$ cat src/rtl/regfile_array_pkg.sv
// Shared defaults and types for the regfile_array register file.
package regfile_array_pkg;

    localparam int unsigned DEFAULT_DATA_WIDTH = 32;
    localparam int unsigned DEFAULT_NUM_REGS   = 32;
    localparam int unsigned DEFAULT_ADDR_WIDTH = 5;
    localparam int unsigned ZERO_REG           = 0;

    typedef logic [DEFAULT_NUM_REGS-1:0][DEFAULT_DATA_WIDTH-1:0] reg_array_t;

endpackage

$ cat src/rtl/regfile_array_cell.sv
// Single register-file word: write-enabled flop with synchronous active-high reset.
module regfile_cell #(
    parameter int unsigned DATA_WIDTH = 32
) (
    input  logic                  clock,
    input  logic                  ctrl_reset,
    input  logic                  wr_en_i,
    input  logic [DATA_WIDTH-1:0] wr_data_i,
    output logic [DATA_WIDTH-1:0] rd_data_o
);

    logic [DATA_WIDTH-1:0] data_d;
    logic [DATA_WIDTH-1:0] data_q;

    always_comb begin
        data_d = wr_en_i ? wr_data_i : data_q;
    end

    always_ff @(posedge clock) begin
        if (ctrl_reset) begin
            data_q <= '0;
        end else begin
            data_q <= data_d;
        end
    end

    assign rd_data_o = data_q;

endmodule

$ cat src/rtl/regfile_array.sv
// 32x32 register file fed by a one-hot write select; two combinational read ports.
// Optional same-cycle write-to-read bypass is compiled in with REGFILE_WRITE_BYPASS_EN.
module regfile_array
    import regfile_array_pkg::*;
#(
    parameter int unsigned DATA_WIDTH = DEFAULT_DATA_WIDTH,
    parameter int unsigned NUM_REGS   = DEFAULT_NUM_REGS,
    parameter int unsigned ADDR_WIDTH = DEFAULT_ADDR_WIDTH
) (
    input  logic                  clock,
    input  logic                  ctrl_reset,
    input  logic [NUM_REGS-1:0]   ctrl_writeSel,
    input  logic [DATA_WIDTH-1:0] data_writeReg,
    input  logic [ADDR_WIDTH-1:0] ctrl_readRegA,
    input  logic [ADDR_WIDTH-1:0] ctrl_readRegB,
    output logic [DATA_WIDTH-1:0] data_readRegA,
    output logic [DATA_WIDTH-1:0] data_readRegB,
    output logic                  err_multiHot
);

    logic [DATA_WIDTH-1:0] regs [NUM_REGS];
    logic                  multi_hot;
    logic                  err_multi_hot_d;
    logic                  err_multi_hot_q;

    // Bit 0 counts toward the popcount even though register 0 is never stored.
    always_comb begin : onehot_check
        logic seen;
        seen      = 1'b0;
        multi_hot = 1'b0;
        for (int unsigned i = 0; i < NUM_REGS; i++) begin
            if (ctrl_writeSel[i]) begin
                if (seen) begin
                    multi_hot = 1'b1;
                end
                seen = 1'b1;
            end
        end
    end

    assign regs[ZERO_REG] = '0;

    for (genvar k = 1; k < NUM_REGS; k++) begin : g_cell
        regfile_cell #(
            .DATA_WIDTH(DATA_WIDTH)
        ) u_cell (
            .clock     (clock),
            .ctrl_reset(ctrl_reset),
            .wr_en_i   (ctrl_writeSel[k] & ~multi_hot),
            .wr_data_i (data_writeReg),
            .rd_data_o (regs[k])
        );
    end

    always_comb begin
        err_multi_hot_d = err_multi_hot_q | multi_hot;
    end

    always_ff @(posedge clock) begin
        if (ctrl_reset) begin
            err_multi_hot_q <= 1'b0;
        end else begin
            err_multi_hot_q <= err_multi_hot_d;
        end
    end

    assign err_multiHot = err_multi_hot_q;

`ifdef REGFILE_WRITE_BYPASS_EN
    logic bypass_ok;

    // A set select bit with no multi-hot means exactly that register is being written.
    always_comb begin
        bypass_ok     = ~ctrl_reset & ~multi_hot;
        data_readRegA = regs[ctrl_readRegA];
        data_readRegB = regs[ctrl_readRegB];
        if (bypass_ok && (ctrl_readRegA != ADDR_WIDTH'(ZERO_REG))
                && ctrl_writeSel[ctrl_readRegA]) begin
            data_readRegA = data_writeReg;
        end
        if (bypass_ok && (ctrl_readRegB != ADDR_WIDTH'(ZERO_REG))
                && ctrl_writeSel[ctrl_readRegB]) begin
            data_readRegB = data_writeReg;
        end
    end
`else
    always_comb begin
        data_readRegA = regs[ctrl_readRegA];
        data_readRegB = regs[ctrl_readRegB];
    end
`endif

endmodule

$ cat config.mk
export PLATFORM = sky130hd
export DESIGN_NAME = regfile_array
export DESIGN_NICKNAME = d
export VERILOG_FILES = /design/src/rtl/regfile_array_pkg.sv /design/src/rtl/regfile_array_cell.sv /design/src/rtl/regfile_array.sv
export SDC_FILE = /design/constraint.sdc
export NUM_CORES = 2
export LEC_CHECK = 0
export BUFFER_PORTS_ARGS = -buffer_cell sky130_fd_sc_hd__buf_4
export CAP_MARGIN = 25
export CORE_ASPECT_RATIO = 0.9
export CORE_MARGIN = 5
export CORE_UTILIZATION = 57
export CTS_CLUSTER_DIAMETER = 60
export DETAILED_ROUTE_END_ITERATION = 10
export PLACE_DENSITY = 0.77
export SLEW_MARGIN = 20
export SYNTH_ARGS = -nofsm -noshare
export SYNTH_HDL_FRONTEND = slang
export SYNTH_SLANG_ARGS = --single-unit
$ cat constraint.sdc
create_clock -name clock -period 2.7 [get_ports clock]
set_input_delay 0.135 -clock clock [delete_from_list [all_inputs] [get_ports clock]]
set_output_delay 0.135 -clock clock [all_outputs]
set_load 0.05 [all_outputs]
* After elaboration in Yosys (flattened, before gate mapping)
Index checks and enable logic that the tools add are counted.
Storage, ports and cells: bits in registers 993, input bits 76, output and inout port bits 65, word-level logic and storage cells 168
Operators by class: magnitude comparators 2, multiplexer cells 99, bitwise gates (word level) 35
Operators by type and width (count):
- $bmux 32 s5 | 2
- $mux 32 | 4
- $mux 1 | 93
- $and 1x1->1 | 31
- $ge 6x6->1 const B | 2
- $not 5->6 | 2
- $not 1->1 | 1
- $or 1x1->1 | 1

* Longest topological paths before layout
word-level depth 65, gate-level depth with buffers 11, gate-level depth less buffers 7

* Cells and area by module
From an unflattened synthesis, not the netlist that was laid out.
Unflattened totals: cell total of the unflattened synthesis 4220, area total of the unflattened synthesis 52387.7 um^2
By module, submodules not included:
- regfile_cell | times used 31, cells an instance 103, area an instance 1163.6 um^2, seq. area each 640.6 um^2
- regfile_array | times used 1, cells an instance 1027, area an instance 16315.6 um^2, seq. area each 20.0 um^2

* Worst setup path before layout
No wires, ideal clock.
kind input -> output, from input port ctrl_readRegA[1], to output port data_readRegA[10], arrival 2.573 ns, data required time 2.565 ns, slack -0.008 ns, stages on the path 6, buffers on the path 3, cell sequence clkbuf_1 -> clkbuf_1 -> buf_1 -> mux4_2 -> mux4_2 -> mux2_2
Between the ends: word-level cells in the longest chain between the ends 4
RTL lines:
- start: declaration | line regfile_array.sv:14 | input logic [ADDR_WIDTH-1:0] ctrl_readRegA,
- $not 5->6 (implied by the code) | line regfile_array.sv:88 | data_readRegA = regs[ctrl_readRegA];
- $bmux 32 s5 | line regfile_array.sv:88
- $mux 32 (implied by the code) (2 in a row) | line regfile_array.sv:88
- end: declaration | line regfile_array.sv:16 | output logic [DATA_WIDTH-1:0] data_readRegA,
Every way passes these cells. The select of a mux whose other input is x is not followed.

* Final worst setup path
from register g_cell[15].u_cell.data_q[22], to output port data_readRegA[22]
Between the ends: word-level cells in the longest chain between the ends 3
RTL lines:
- start: declaration | line regfile_array_cell.sv:13 | logic [DATA_WIDTH-1:0] data_q;
- start signal: assignment | line regfile_array_cell.sv:23 | data_q <= data_d;
- $bmux 32 s5 | line regfile_array.sv:88
- $mux 32 (implied by the code) (2 in a row) | line regfile_array.sv:88
Every way passes these cells. The select of a mux whose other input is x is not followed.

==> summary.md <==
| Metric | Value |
|---|---|
| Worst EP required | `between 2 and 3 ns` |
| Most area-consuming cells after synthesis | `dfxtp_1, mux4_2, mux2i_1, nand2b_1, mux2_2` |
| Fin. Hold Viols | `0` |
| Slew headroom | `between 30 and 40%` |
| Total CTS buffers | `just over 100` |
| Cell mode on critical path | `mux4_2` |
| Initial antenna violation count | `7` |
| Initial Util | `approximately 58%` |
| CP endpoint kind | `output port` |
| Max Fclk | `roughly 370 MHz` |
| Synthesized Nets | `about 4,700` |
| Setup TNS | `0 ns` |
| Top-count cell post-synth | `dfxtp_1` |
| FILL cells | `approximately 6,600` |
| Core Area | `around 93,000 µm²` |
| Die W | `about 330 µm` |
| Primary FF master, synth | `dfxtp_1` |
| Port bufs | `140` |
| IO Count | `roughly 140` |
| Final setup margin | `roughly 0.003 ns` |
| Crit-path cells | `mux4_2 > mux4_2 > mux2_4 > buf_8` |
| Worst Tran Pin Value | `approximately 1.0 ns` |
| Total grt overflow | `0` |
| Crit Path Max Fanout | `3` |
| DP Worst Slack | `-0.209 ns` |
| Post-synth top cells | `dfxtp_1, mux2i_1, nand2b_1, mux4_2, clkbuf_1` |
| Synth Area per Inst | `approximately 12 µm²` |
| Clock Path Buffers | `3` |
| FF+latch count, synth | `about 990` |
| All-Layer GR Usage | `approximately a third` |
| MaxCap Viol Count | `0` |
| Reg-to-reg endpoint | `g_cell[4].u_cell.rd_data_o[4]` |
| Worst R2R Start | `g_cell[4].u_cell.rd_data_o[4]` |
| Placed Instances | `5,743` |
| Clock skew | `0 ns` |
| Worst Hold Launch | `ctrl_writeSel[14]` |
| Vias | `40,954` |
| Wire length per cell | `slightly below 30 µm` |
| Worst reg2reg path depth | `2` |
| First-pass GRT wire length | `roughly 260 mm` |
| Final cell count without fillers | `~6,000` |
| Reg clk slew, reported paths | `roughly 0.07 ns` |
| CTS HTree Levels | `3` |
| Setup bufs post-CTS | `0` |
| Slew Limit Fails | `0` |
| LEAKAGE | `about 27 nW` |
| Family with the most delay on the worst path | `multiplexers` |
| Reg-to-reg slack, setup | `around 1.9 ns` |
| Drt via density | `a little under 7` |
| TritonCTS clock tree | `yes` |
| Sequential share of the synthesized area | `about 37%` |
| Root Buffer | `clkbuf_16` |
| WP buf/inv | `1` |
| GPL Wtd Cong | `approximately 0.9` |
| Antenna-violating nets left | `0` |
| Number of synthesized flops with an enable pin | `0` |
| RSZ-0062 raised after global routing | `true` |
| Worst hold-check path type | `in -> reg` |
| Status | `finished, final reports clean` |
| Vias in the first global route | `~40,000` |
| Post-Synthesis Cell Area | `~54,000 µm²` |
| P&R area growth vs syn | `16.2%` |
| Power, Total | `between 0.03 and 0.04 W` |
| Final setup viols | `0` |
| PwrDens | `517 nW/µm²` |
| Synth area leader | `dfxtp_1` |
| Num rows | `roughly 110` |
| Skew-Pair Late Insertion Delay | `0.70 ns` |
| Yosys cell types | `around 50` |
| Synth Instances | `4,584` |
| Worst VDD drop | `around 580 µV` |
| Share of post-route cells with drive strength above 1 | `29.0%` |
| Initial DRC count | `around 5,300` |
| Slowest CP cell | `mux4_2` |
| Critical path startpoint category | `register` |
| Util after Layout | `~67%` |
| Pin count of the biggest net entering global routing | `80` |
| Ys async rst share | `0%` |
| Worst hold endpoint | `g_cell[14].u_cell.rd_data_o[5]` |
| Final wirelength | `between 150 and 200 mm` |
| Endpoint arrival time on the critical path | `2.56 ns` |
| Critical path type | `reg -> out` |
| Final net count | `4,717` |
| Fin crit period | `between 2 and 3 ns` |
| Final period util | `about 100%` |
| Drt drc | `0` |
| Synth top area share | `around 37%` |
| Critical path's largest stage delay | `~0.56 ns` |
| Die ar. | `~100,000 µm²` |
| Synth warn | `0` |
| Drt pass-1 iters | `6` |
| Hold path depth | `4` |
| Sink Count | `993` |
| Die height | `~300 µm` |
| Post-DP HPWL | `112 mm` |
-- layer usage --
layer	up-vias	part of all wire (%)	global-route usage, %
met2	2636	44	52.4
met3	589	13	9.47
met1	20656	38	46.5
met4	4	5.2	14.9
met5	-	0.015	0
li1	17069	-	-
-- worst max-delay path by stage --
stage | start | end | slack [ns] | cells after the start
floorplan | ctrl_readRegA[0] | data_readRegA[0] | 0.03 | 6
global placement | ctrl_writeSel[1] | g_cell[17].u_cell.rd_data_o[5] | -0.14 | 11
detailed placement | ctrl_writeSel[1] | g_cell[16].u_cell.rd_data_o[17] | -0.21 | 11
CTS | g_cell[15].u_cell.rd_data_o[22] | data_readRegA[22] | -0.02 | 4
global route | g_cell[15].u_cell.rd_data_o[22] | data_readRegA[22] | -0.03 | 4
finish | g_cell[15].u_cell.rd_data_o[22] | data_readRegA[22] | 0.003 | 4
-- area by class of cell --
| cell class | count | area [µm²] | area share (%) |
|---|---|---|---|
| tap | 1242 | 1550 | 2.49 |
| clock inverter | 50 | 792 | 1.27 |
| clock buffer | 138 | 2820 | 4.51 |
| multi-input combinational | 3058 | 32000 | 51.1 |
| inverter | 1 | 3.75 | 0.00601 |
| antenna | 5 | 12.5 | 0.0200 |
| sequential | 993 | 19900 | 31.8 |
| timing repair buffer | 484 | 5450 | 8.73 |
-- what timing repair did --
item / 4_1_cts / 5_1_grt
hold buffers: 35 / 0
setup endpoints to repair: 25 / 71
resized for setup: 41 / 49
gates cloned: 0 / 0
pin swaps: 0 / 0
hold endpoints to repair: 337 / 0
-- report_power, final --
part | switching, W | total, W | leakage [nW] | internal, W
Clock | 0.00630 | 0.0154 | 1.75 | 0.00909
Combinational | 0.00134 | 0.00229 | 17.4 | 0.000945
Sequential | 0.00000128 | 0.0146 | 8.00 | 0.0146
Total | 0.00764 | 0.0323 | 27.1 | 0.0247
-- state kept, by name, indices dropped and copies added (netlist names) --
register	cells
g_cell.u_cell.rd_data_o	992
err_multiHot	1
-- metrics by stage --
step | cell area [µm²] | hold WS, ns
floorplan | 53800 | 0.310
CTS | 62300 | 0.0129
finish | 62500 | 0.0359
global placement | 58200 | 0.464
global route | 62500 | 0.0274
detailed placement | 58200 | 0.477
-- worst register-to-register path: stages (launching register included) --
cell and delay, ns:
dfxtp_1 0.43, o21ai_0 0.14, a21oi_1 0.13
-- kinds of logic (layout without fill, tap and decap cells) --
kind of cell	Yosys count	after routing	synth area share [%]
buffers and inverters	533	673	4.06
muxes	1536	1536	42.3
other	0	5	0
adders and majority gates	1	1	0.0186
and+or+nand+nor	1108	1108	12.3
AOI/OAI and AO/OA	413	413	4.38
DFF	993	993	37.0
-- layout by cell type (no fill, tap or decap), types with 5 or more instances in the layout --
cell / n
a21oi_1: 164
a22o_1: 64
buf_12: 122
buf_4: 283
buf_6: 33
buf_8: 11
bufinv_16: 18
clkbuf_1: 24
clkbuf_16: 103
clkbuf_8: 11
clkinv_2: 14
clkinvlp_4: 6
dfxtp_1: 982
dfxtp_2: 11
diode_2: 5
dlygate4sd3_1: 35
mux2_2: 95
mux2_4: 33
mux2i_1: 832
mux4_2: 576
nand2b_1: 705
nand3_1: 128
nand3_4: 25
nand4_1: 35
nor2_1: 166
nor3_1: 8
o21ai_0: 166
or3_1: 7
(Power assumes the default switching activity.)
